## src/rtl/mux_gate_seq_pkg.sv

```systemverilog
// Shared types, microprogram table and helpers for the mux-based gate sequencer.
// Every gate is built from repeated passes through a single 2:1 mux.
package mux_gate_seq_pkg;

   typedef enum logic [1:0] {
      OP_INV = 2'd0,
      OP_AND = 2'd1,
      OP_OR  = 2'd2,
      OP_XOR = 2'd3
   } op_t;

   typedef enum logic [1:0] {
      IDLE = 2'd0,
      EXEC = 2'd1,
      DONE = 2'd2
   } state_t;

   typedef enum logic [2:0] {
      SRC_0  = 3'd0,
      SRC_1  = 3'd1,
      SRC_A  = 3'd2,
      SRC_B  = 3'd3,
      SRC_T0 = 3'd4,
      SRC_T1 = 3'd5
   } src_t;

   typedef enum logic [1:0] {
      DST_T0 = 2'd0,
      DST_T1 = 2'd1,
      DST_Y  = 2'd2
   } dst_t;

   typedef struct packed {
      src_t d0;
      src_t d1;
      src_t sel;
      dst_t dst;
   } uinstr_t;

   localparam int          MAX_STEPS = 5;
   localparam logic [2:0]  STEPS_INV = 3'd1;
   localparam logic [2:0]  STEPS_AND = 3'd1;
   localparam logic [2:0]  STEPS_OR  = 3'd1;
   localparam logic [2:0]  STEPS_XOR = 3'd5;

   // Filler for unused table slots; never reached because the step counter stops early.
   localparam uinstr_t NOP = '{d0: SRC_0, d1: SRC_0, sel: SRC_0, dst: DST_Y};

   // XOR = (A & ~B) | (~A & B), assembled in the temporaries before the final OR step.
   localparam uinstr_t [0:3][0:MAX_STEPS-1] UPROG = '{
      '{ '{SRC_1,  SRC_0, SRC_A,  DST_Y},  NOP, NOP, NOP, NOP },
      '{ '{SRC_0,  SRC_A, SRC_B,  DST_Y},  NOP, NOP, NOP, NOP },
      '{ '{SRC_A,  SRC_1, SRC_B,  DST_Y},  NOP, NOP, NOP, NOP },
      '{ '{SRC_1,  SRC_0, SRC_A,  DST_T0},
         '{SRC_1,  SRC_0, SRC_B,  DST_T1},
         '{SRC_0,  SRC_A, SRC_T1, DST_T1},
         '{SRC_0,  SRC_B, SRC_T0, DST_T0},
         '{SRC_T0, SRC_1, SRC_T1, DST_Y} }
   };

   function automatic logic [2:0] step_count(input op_t op);
      case (op)
         OP_INV:  step_count = STEPS_INV;
         OP_AND:  step_count = STEPS_AND;
         OP_OR:   step_count = STEPS_OR;
         default: step_count = STEPS_XOR;
      endcase
   endfunction

   function automatic logic src_value(input src_t s, input logic a, input logic b,
                                      input logic t0, input logic t1);
      case (s)
         SRC_0:   src_value = 1'b0;
         SRC_1:   src_value = 1'b1;
         SRC_A:   src_value = a;
         SRC_B:   src_value = b;
         SRC_T0:  src_value = t0;
         SRC_T1:  src_value = t1;
         default: src_value = 1'b0;
      endcase
   endfunction

   // Reference result using native operators, independent of the mux datapath.
   function automatic logic expected_result(input op_t op, input logic a, input logic b);
      case (op)
         OP_INV:  expected_result = ~a;
         OP_AND:  expected_result = a & b;
         OP_OR:   expected_result = a | b;
         default: expected_result = a ^ b;
      endcase
   endfunction

endpackage

```

## src/rtl/mux2x1.sv

```systemverilog
// The single shared 2:1 mux through which all gate evaluation passes.
module mux2x1 (
   input  logic d0,
   input  logic d1,
   input  logic sel,
   output logic y
);

   assign y = sel ? d1 : d0;

endmodule

```

## src/rtl/mux_gate_sequencer.sv

```systemverilog
// Accepts one gate command at a time, runs its microprogram through one shared mux,
// returns the result with a valid/ready handshake and self-checks it against a native model.
module mux_gate_sequencer
   import mux_gate_seq_pkg::*;
(
   input  logic       clk,
   input  logic       rst,
   input  logic       in_vld,
   output logic       in_rdy,
   input  logic [1:0] in_op,
   input  logic       in_a,
   input  logic       in_b,
   output logic       out_vld,
   input  logic       out_rdy,
   output logic [1:0] out_op,
   output logic       out_y,
   output logic       fail
);

   state_t     state;
   state_t     state_nxt;
   op_t        op_q;
   logic       a_q;
   logic       b_q;
   logic       t0;
   logic       t1;
   logic [2:0] step;
   logic       exp_y;
   uinstr_t    uinstr;
   logic       mux_d0;
   logic       mux_d1;
   logic       mux_sel;
   logic       mux_y;
   logic       accept;
   logic       consume;
   logic       last_step;

   assign in_rdy    = (state == IDLE) && !rst;
   assign out_vld   = (state == DONE);
   assign accept    = in_vld && in_rdy;
   assign consume   = out_vld && out_rdy;
   assign last_step = (step == (step_count(op_q) - 3'd1));

   always_comb begin
      uinstr  = UPROG[op_q][step];
      mux_d0  = src_value(uinstr.d0,  a_q, b_q, t0, t1);
      mux_d1  = src_value(uinstr.d1,  a_q, b_q, t0, t1);
      mux_sel = src_value(uinstr.sel, a_q, b_q, t0, t1);
   end

   mux2x1 u_mux (
      .d0  (mux_d0),
      .d1  (mux_d1),
      .sel (mux_sel),
      .y   (mux_y)
   );

   always_ff @(posedge clk or posedge rst) begin
      if (rst) state <= IDLE;
      else     state <= state_nxt;
   end

   always_comb begin
      state_nxt = state;
      case (state)
         IDLE:    if (accept)    state_nxt = EXEC;
         EXEC:    if (last_step) state_nxt = DONE;
         DONE:    if (out_rdy)   state_nxt = IDLE;
         default: state_nxt = IDLE;
      endcase
   end

   // Operand latch, microstep execution and the sticky self-check.
   always_ff @(posedge clk or posedge rst) begin
      if (rst) begin
         op_q   <= OP_INV;
         a_q    <= 1'b0;
         b_q    <= 1'b0;
         t0     <= 1'b0;
         t1     <= 1'b0;
         step   <= 3'd0;
         exp_y  <= 1'b0;
         out_y  <= 1'b0;
         out_op <= 2'd0;
         fail   <= 1'b0;
      end else begin
         if (accept) begin
            op_q  <= op_t'(in_op);
            a_q   <= in_a;
            b_q   <= in_b;
            step  <= 3'd0;
            exp_y <= expected_result(op_t'(in_op), in_a, in_b);
         end
         if (state == EXEC) begin
            step <= step + 3'd1;
            case (uinstr.dst)
               DST_T0:  t0    <= mux_y;
               DST_T1:  t1    <= mux_y;
               default: out_y <= mux_y;
            endcase
            if (last_step) out_op <= op_q;
         end
         if (consume && (out_y != exp_y)) fail <= 1'b1;
      end
   end

endmodule

```

## config.mk

```make
export PLATFORM = sky130hd
export DESIGN_NAME = mux_gate_sequencer
export DESIGN_NICKNAME = d
export VERILOG_FILES = /design/src/rtl/mux_gate_seq_pkg.sv /design/src/rtl/mux2x1.sv /design/src/rtl/mux_gate_sequencer.sv
export SDC_FILE = /design/constraint.sdc
export NUM_CORES = 1
export LEC_CHECK = 0
export ABC_CLOCK_PERIOD_IN_PS = 2730
export BUFFER_PORTS_ARGS = -buffer_cell sky130_fd_sc_hd__buf_4
export CAP_MARGIN = 20
export CORE_MARGIN = 1
export CORE_UTILIZATION = 56
export DETAILED_ROUTE_END_ITERATION = 10
export GPL_TIMING_DRIVEN = 0
export PLACE_DENSITY = 0.81
export SETUP_SLACK_MARGIN = 0.1
export SKIP_LAST_GASP = 1
export SLEW_MARGIN = 0
export SYNTH_ARGS = -nofsm -noshare
export SYNTH_HDL_FRONTEND = slang
export SYNTH_SLANG_ARGS = --single-unit
```

## constraint.sdc

```tcl
create_clock -name clk -period 2.73 [get_ports clk]
set_input_delay 0.4095 -clock clk [delete_from_list [all_inputs] [get_ports clk]]
set_output_delay 0.4095 -clock clk [all_outputs]
set_load 0.01 [all_outputs]
```

# After elaboration in Yosys (flattened, before gate mapping)
# Index checks and enable logic that the tools add are counted.
dict set report totals {
  output_inout_bits 6
  regBits 16
  elab_cells 84
  input_bits 8
}
dict set report op_classes {
  n_reduce_logical 17
  n_addsub 2
  eq_ne 27
  order_cmp 2
  muxes 18
  bitwise 7
}
# operator n
set ops {}
lappend ops {{binary-select mux 55 bit (select 2 bit)} 1}
lappend ops {{2-to-1 mux 55 bit} 2}
lappend ops {{binary-select mux 11 bit (select 3 bit)} 1}
lappend ops {{2-to-1 mux 11 bit} 2}
lappend ops {{equality test 3 x 2 -> 1 bit (second input constant)} 6}
lappend ops {{equality test 3 bit (second input constant)} 6}
lappend ops {{one-hot mux 1 bit (5 select lines)} 3}
lappend ops {{equality test 3 x 1 -> 1 bit (second input constant)} 3}
lappend ops {{2-to-1 mux 3 bit} 3}
lappend ops {{equality test 2 x 1 -> 1 bit (second input constant)} 4}
lappend ops {{logical NOT 2 bit} 4}
lappend ops {{AND reduction 2 bit} 4}
lappend ops {{equality test 2 bit (second input constant)} 3}
lappend ops {{2-to-1 mux 2 bit} 3}
lappend ops {{one-hot mux 2 bit (3 select lines)} 1}
lappend ops {{greater-or-equal comparator 4 bit (second input constant)} 1}
lappend ops {{logical AND 1 bit} 4}
lappend ops {{!= test 2 bit (second input constant)} 2}
lappend ops {{inverter 3 -> 4 bit} 1}
lappend ops {{adder 3 x 1 -> 3 bit (second input constant)} 1}
lappend ops {{equality test 3 bit} 1}
lappend ops {{greater-or-equal comparator 3 bit (second input constant)} 1}
lappend ops {{inverter 2 -> 3 bit} 1}
lappend ops {{one-hot mux 1 bit (3 select lines)} 1}
lappend ops {{other kinds (13)} 14}

# Longest topological paths before layout
dict set report depth {
  word_depth 11
  mapped_depth 7
  mapped_depth_nobuf 7
}

# Modules after synthesis
# A second synthesis with hierarchy kept.
dict set report unflattened {
  hier_cells 120
  hier_area_um2 1112.3
}
# mod seq_area_each_um2 n_inst cells_each area_per_inst_um2
set modules_own_cells {}
lappend modules_own_cells {mux_gate_sequencer 400.4 1 119 1097.3}
lappend modules_own_cells {mux2x1 0.0 1 1 15.0}

# Worst setup path before layout
# OpenSTA, ideal clock, no wires.
dict set report synth_timing {
  kind {reg2reg}
  startpoint {register op_q[0]}
  endpoint {register t0}
  synth_period_minus_slack_ns 1.975
  setup_time_ns 0.082
  stages_incl_launch_ff 8
  path_slack_ns 0.755
  n_path_buf 0
  t_required_ns 2.648
  arrival_ns 1.892
  cell_sequence {dfrtp_1 inv_1 ha_1 or3b_1 a21boi_2 o22ai_2 a221o_1 a22oi_2}
}
dict set report synth_between {
  elab_chain_len 10
  elab_cells_between_ends 28
  cone_classes {eq/ne (15); mux (10); bitwise (1); reduce/logical (2)}
}
# element line_no
set synth_rtl {}
lappend synth_rtl {{from (decl)} mux_gate_sequencer.sv:22} ;# op_t op_q;
lappend synth_rtl {{from (signal assigned)} mux_gate_sequencer.sv:88} ;# op_q <= op_t'(in_op);
lappend synth_rtl {{inverter 2 -> 3 bit (implied by the code) (*)} mux_gate_sequencer.sv:45} ;# uinstr = UPROG[op_q][step];
lappend synth_rtl {{binary-select mux 55 bit (select 2 bit) (*)} mux_gate_sequencer.sv:45}
lappend synth_rtl {{2-to-1 mux 55 bit (implied by the code) (*) (2 in series)} mux_gate_sequencer.sv:45}
lappend synth_rtl {{binary-select mux 11 bit (select 3 bit) (*)} mux_gate_sequencer.sv:45}
lappend synth_rtl {{2-to-1 mux 11 bit (implied by the code) (*) (2 in series)} mux_gate_sequencer.sv:45}
lappend synth_rtl {{equality test 3 bit, or another cell as far along} mux_gate_seq_pkg.sv:72} ;# case (s)
lappend synth_rtl {{one-hot mux 1 bit (5 select lines)} mux_gate_seq_pkg.sv:72}
lappend synth_rtl {{2-to-1 mux 1 bit} mux2x1.sv:9} ;# assign y = sel ? d1 : d0;
lappend synth_rtl {{to (signal assigned)} mux_gate_sequencer.sv:97} ;# DST_T0: t0 <= mux_y;
lappend synth_rtl {{to (decl)} mux_gate_sequencer.sv:25} ;# logic t0;
# Every way passes the cells marked *; elsewhere a longest branch is shown, timed or not. The select of a mux whose other input is x is not followed.
# A chain may end at the register's enable or synchronous reset.

# Worst setup path after layout
dict set report layout_timing {
  startpoint {register op_q[0]}
  endpoint {register out_y}
}
dict set report layout_between {
  elab_chain_len 11
  elab_cells_between_ends 31
  cone_classes {eq/ne (16); mux (10); bitwise (2); reduce/logical (3)}
}
# element line_no
set layout_rtl {}
lappend layout_rtl {{inverter 2 -> 3 bit (implied by the code) (*)} mux_gate_sequencer.sv:45}
lappend layout_rtl {{binary-select mux 55 bit (select 2 bit) (*)} mux_gate_sequencer.sv:45}
lappend layout_rtl {{2-to-1 mux 55 bit (implied by the code) (*) (2 in series)} mux_gate_sequencer.sv:45}
lappend layout_rtl {{binary-select mux 11 bit (select 3 bit) (*)} mux_gate_sequencer.sv:45}
lappend layout_rtl {{2-to-1 mux 11 bit (implied by the code) (*) (2 in series)} mux_gate_sequencer.sv:45}
lappend layout_rtl {{branches (longest 4 deep; another with one-hot mux 1 bit (5 select lines))} --}
lappend layout_rtl {{to (signal assigned)} mux_gate_sequencer.sv:99} ;# default: out_y <= mux_y;
lappend layout_rtl {{to (decl)} mux_gate_sequencer.sv:16} ;# output logic out_y,
# Mark *: on every way between the ends. The select of a mux whose other input is x is not followed.

==> summary by stage <==
Status
The flow ran to the end, and the final reports show no timing, DRC or antenna violations.

Worst setup path
Traced cell by cell, the critical path runs through inv_1 > ha_1 > or3b_1 > a21boi_2 > o22ai_2 > a221o_1 > a31oi_1. The data arrival time of the critical path is 2.35 ns. The launch point of the worst reg-to-reg path is op_q[0]. The slowest stage of the critical path is the dfrtp_1 cell.

The launching element type of the critical path is a register. In this run the register-to-register setup slack is 0.59 ns. The number of buffers and inverters on the critical path is 1.

The worst flop-to-flop path endpoint is out_y. The worst setup path category is register to register. Grouping stages by cell kind, the critical path spends the most delay in compound AO/OA/AOI/OAI gates. STA puts the critical path data required time at 2.95 ns. The worst setup path is captured at a register. Counting cells, the worst reg-to-reg path comes to 7. The largest single stage delay on the critical path is 0.43 ns. The highest fanout seen on the critical path is 5.

Power and ir drop
Summed over all cells, the static leakage comes to 0.0005860 µW. The part of the power in registers is 0.329. Summed over all nets, the switching power comes to about 600 µW. The total internal power is 770.8 µW. The worst supply voltage drop on vdd is 0.5837 mV. The share of total power dissipated in the clock network is 0.117. The fraction of power spent switching nets is 0.4413. Power spread over the standard cell area amounts to between 1000 and 1500 nW/µm². The part of the total power dissipated in combinational logic is 0.554.

Logic synthesis
dfrtp_1 takes more of the synthesized area than any other cell. Counting flops and latches in the post-synthesis netlist gives 16. The mean cell area of the mapped netlist is 8.800 µm².

The number of cells produced by synthesis is 120. The number of unique standard cell types used by synthesis is 34. The sequential-to-total area share from yosys stat is 0.3791. The number of synthesized flops with an enable pin is 0. The area of the mapped netlist is 1056 µm². The Yosys step of the flow raised 0 warnings.

By count the netlist is led by dfrtp_1, nand2_1, o21ai_0. The synthesized netlist net count is 136. The share of the synthesized area in the top cell type is 0.3791. In the post-synthesis netlist, the biggest area contributors are dfrtp_1, ha_1, o21ai_0, nand2_1, inv_1. Among all flip-flop cells after synthesis, the most frequent one is dfrtp_1. After synthesis, the share of flip-flops with an asynchronous set or reset is 1.000.

Place
The number of buffer cells added on primary ports is 13. Routability-driven placement finished with a final weighted congestion of 0.8867. The wire-length estimate of the detail-placed layout is 1672 µm. The worst slack at placement is 0.6109 ns.

Die
The floorplan step set the die width to roughly 45 µm. The area of the die is 2063 µm². The area inside the core boundary is 1745 µm². The overall die height is 45.43 µm.

The site row count is 15. 14 I/O pins were placed. For this configuration, the core starts out at a cell density of 0.6050.

CTS
Counting every sink on the clock net gives 16. The clock transition at the registers of the reported paths is 0.10 ns. The total setup buffers inserted after CTS is 0. The later pin in the worst-skew pair is clocked with a latency of 0.29 ns. The clock passes through at most 2 buffers. TritonCTS built the clock tree.

The number of gates given a new drive strength after cts is 0. Buffers inserted during clock tree synthesis total 3. The number of buffers inserted by hold repair at cts is 0. CTS built an H-tree with a depth of 1. The clock root buffer is clkbuf_4.

Detailed routing
The detailed router finished its first iteration with 19 violations. After detailed routing, the number of remaining DRC violations is 0. After detailed routing, the number of vias per cell comes to approximately 5.6. After detailed routing, the average wire length per cell comes to 13.38 µm.

The vias after detailed routing is 912. In this run the remaining antenna-violating nets after routing total 0. The pre-antenna-repair detailed-routing pass consisted of 4 iterations.

The overall routed net length is 2168 µm.

GRT
In the global route stage, overall resource usage came out at 0.2427. The via count of the first global-routing pass is just under 800. The wire length of the first global-routing pass is around 3500 µm.

The pin count of the biggest net entering global routing is 17. The sum of overflow across all layers after global routing is 0. The initial antenna violation count came to 0.

Timing
The number of hold violations in the final report is 0. The final setup TNS is 0 ns. The final critical delay including setup and external delays is 2.136 ns.

Setup violations remaining at the end of the flow were counted as 0. The number of max-slew violations in the final report came to 0. Headroom to the max-slew limit came out at 0.5921.

Across the routed clock network, the largest skew measured is about 0.007 ns. Setup repair after global routing left no endpoint under its margin. Timing would allow up to 468.2 MHz. At the pin with the least slew margin, the transition time is 0.6112 ns. Setup slack on the critical path of the routed design comes to approximately 0.59 ns. The share of the clock period used by the worst path after layout is 0.7823.

Layout
Of the cells placed in the final design, the portion with a size suffix greater than 1 is 0.1971. The number of antenna diodes in the final layout is 0. The area growth from synthesis to layout is 15.64%. The final layout contains 154 nets.

Worst hold path
The path class of the lowest-slack min-delay path is input port to async pin.

Job
Across the run, the number of max-cap violations was 0.
[routing by layer]
metal	vias to the layer above	part of all wire	wire length, µm	GRT usage
met5	-	0	0	0
met4	0	0.011	24	0.09091
met3	4	0.046	100	0.03571
met2	35	0.50	1091	0.4143
met1	420	0.44	951	0.3079
li1	453	-	-	-
[layout by cell type (no fill, tap or decap), types with 4 or more instances in the layout]
cell type  count
nand2_1       16
dfrtp_1       16
buf_4         14
o21ai_0       12
inv_1         11
ha_1           8
nor2_1         7
a21oi_1        7
nand3_1        5
xor2_1         4
[through the flow]
step	utilization	total power, µW	area [µm²]	hold slack [ns]	instances
4_1_cts	0.6996	1376	1221	0.2103	162
5_1_grt	0.6996	1488	1221	0.2400	162
6_report	0.6996	1380	1221	0.1864	162
2_1_floorplan	-	1004	1056	0.3232	120
3_3_place_gp	0.6789	1183	1185	0.4551	158
3_5_place_dp	0.6789	1212	1185	0.4565	158
[cell type report]
class | count | area [µm²]
multi-input combinational | 89 | 593.1
fill | 144 | 524.3
sequential | 16 | 400.4
timing repair buffer | 13 | 97.59
inverter | 11 | 41.29
clock buffer | 4 | 36.28
tap | 25 | 31.28
buffer | 4 | 21.27
[worst max-delay path by stage]
stage	from	slack, ns	depth (start not counted)	end
detailed placement	op_q[0]	0.61	7	t1
finish	op_q[0]	0.59	7	out_y
global route	op_q[0]	0.48	7	t1
global placement	op_q[0]	0.62	7	out_y
CTS	op_q[0]	0.58	7	out_y
floorplan	op_q[0]	0.76	7	t0
[worst reg2reg max path, cell delays in order, from the launching register on]
cell and delay [ns]:
dfrtp_1 0.43, inv_1 0.08, ha_1 0.33, or3b_1 0.40, a21boi_2 0.15, o22ai_2 0.12
a221o_1 0.39, a31oi_1 0.17
[flip-flops by register name, indices dropped and copies added, names as in the netlist]
register and count:
a_q 1, t1 1, op_q 2, out_op 2
fail 1, state 2, step 3, exp_y 1
out_y 1, b_q 1, t0 1
[cells by family after synthesis]
group / synth area share
buffers and inverters: 0.05924
adder cells (fa/ha/maj): 0.09479
AND/OR/NAND/NOR: 0.1884
AO/OA/AOI/OAI: 0.1955
flip-flops: 0.3791
XOR/XNOR: 0.04147
multiplexers: 0.04147
[power groups by stage]
stage | sequential [µW] | clock [µW] | combinational, µW
after floorplan | 444 | 0 | 561
after global placement | 451 | 0 | 732
after detailed placement | 459 | 0 | 753
after CTS | 453 | 163 | 760
after global routing | 473 | 174 | 841
final | 453 | 161 | 765
No activity file was read; power rests on OpenSTA's default activity.
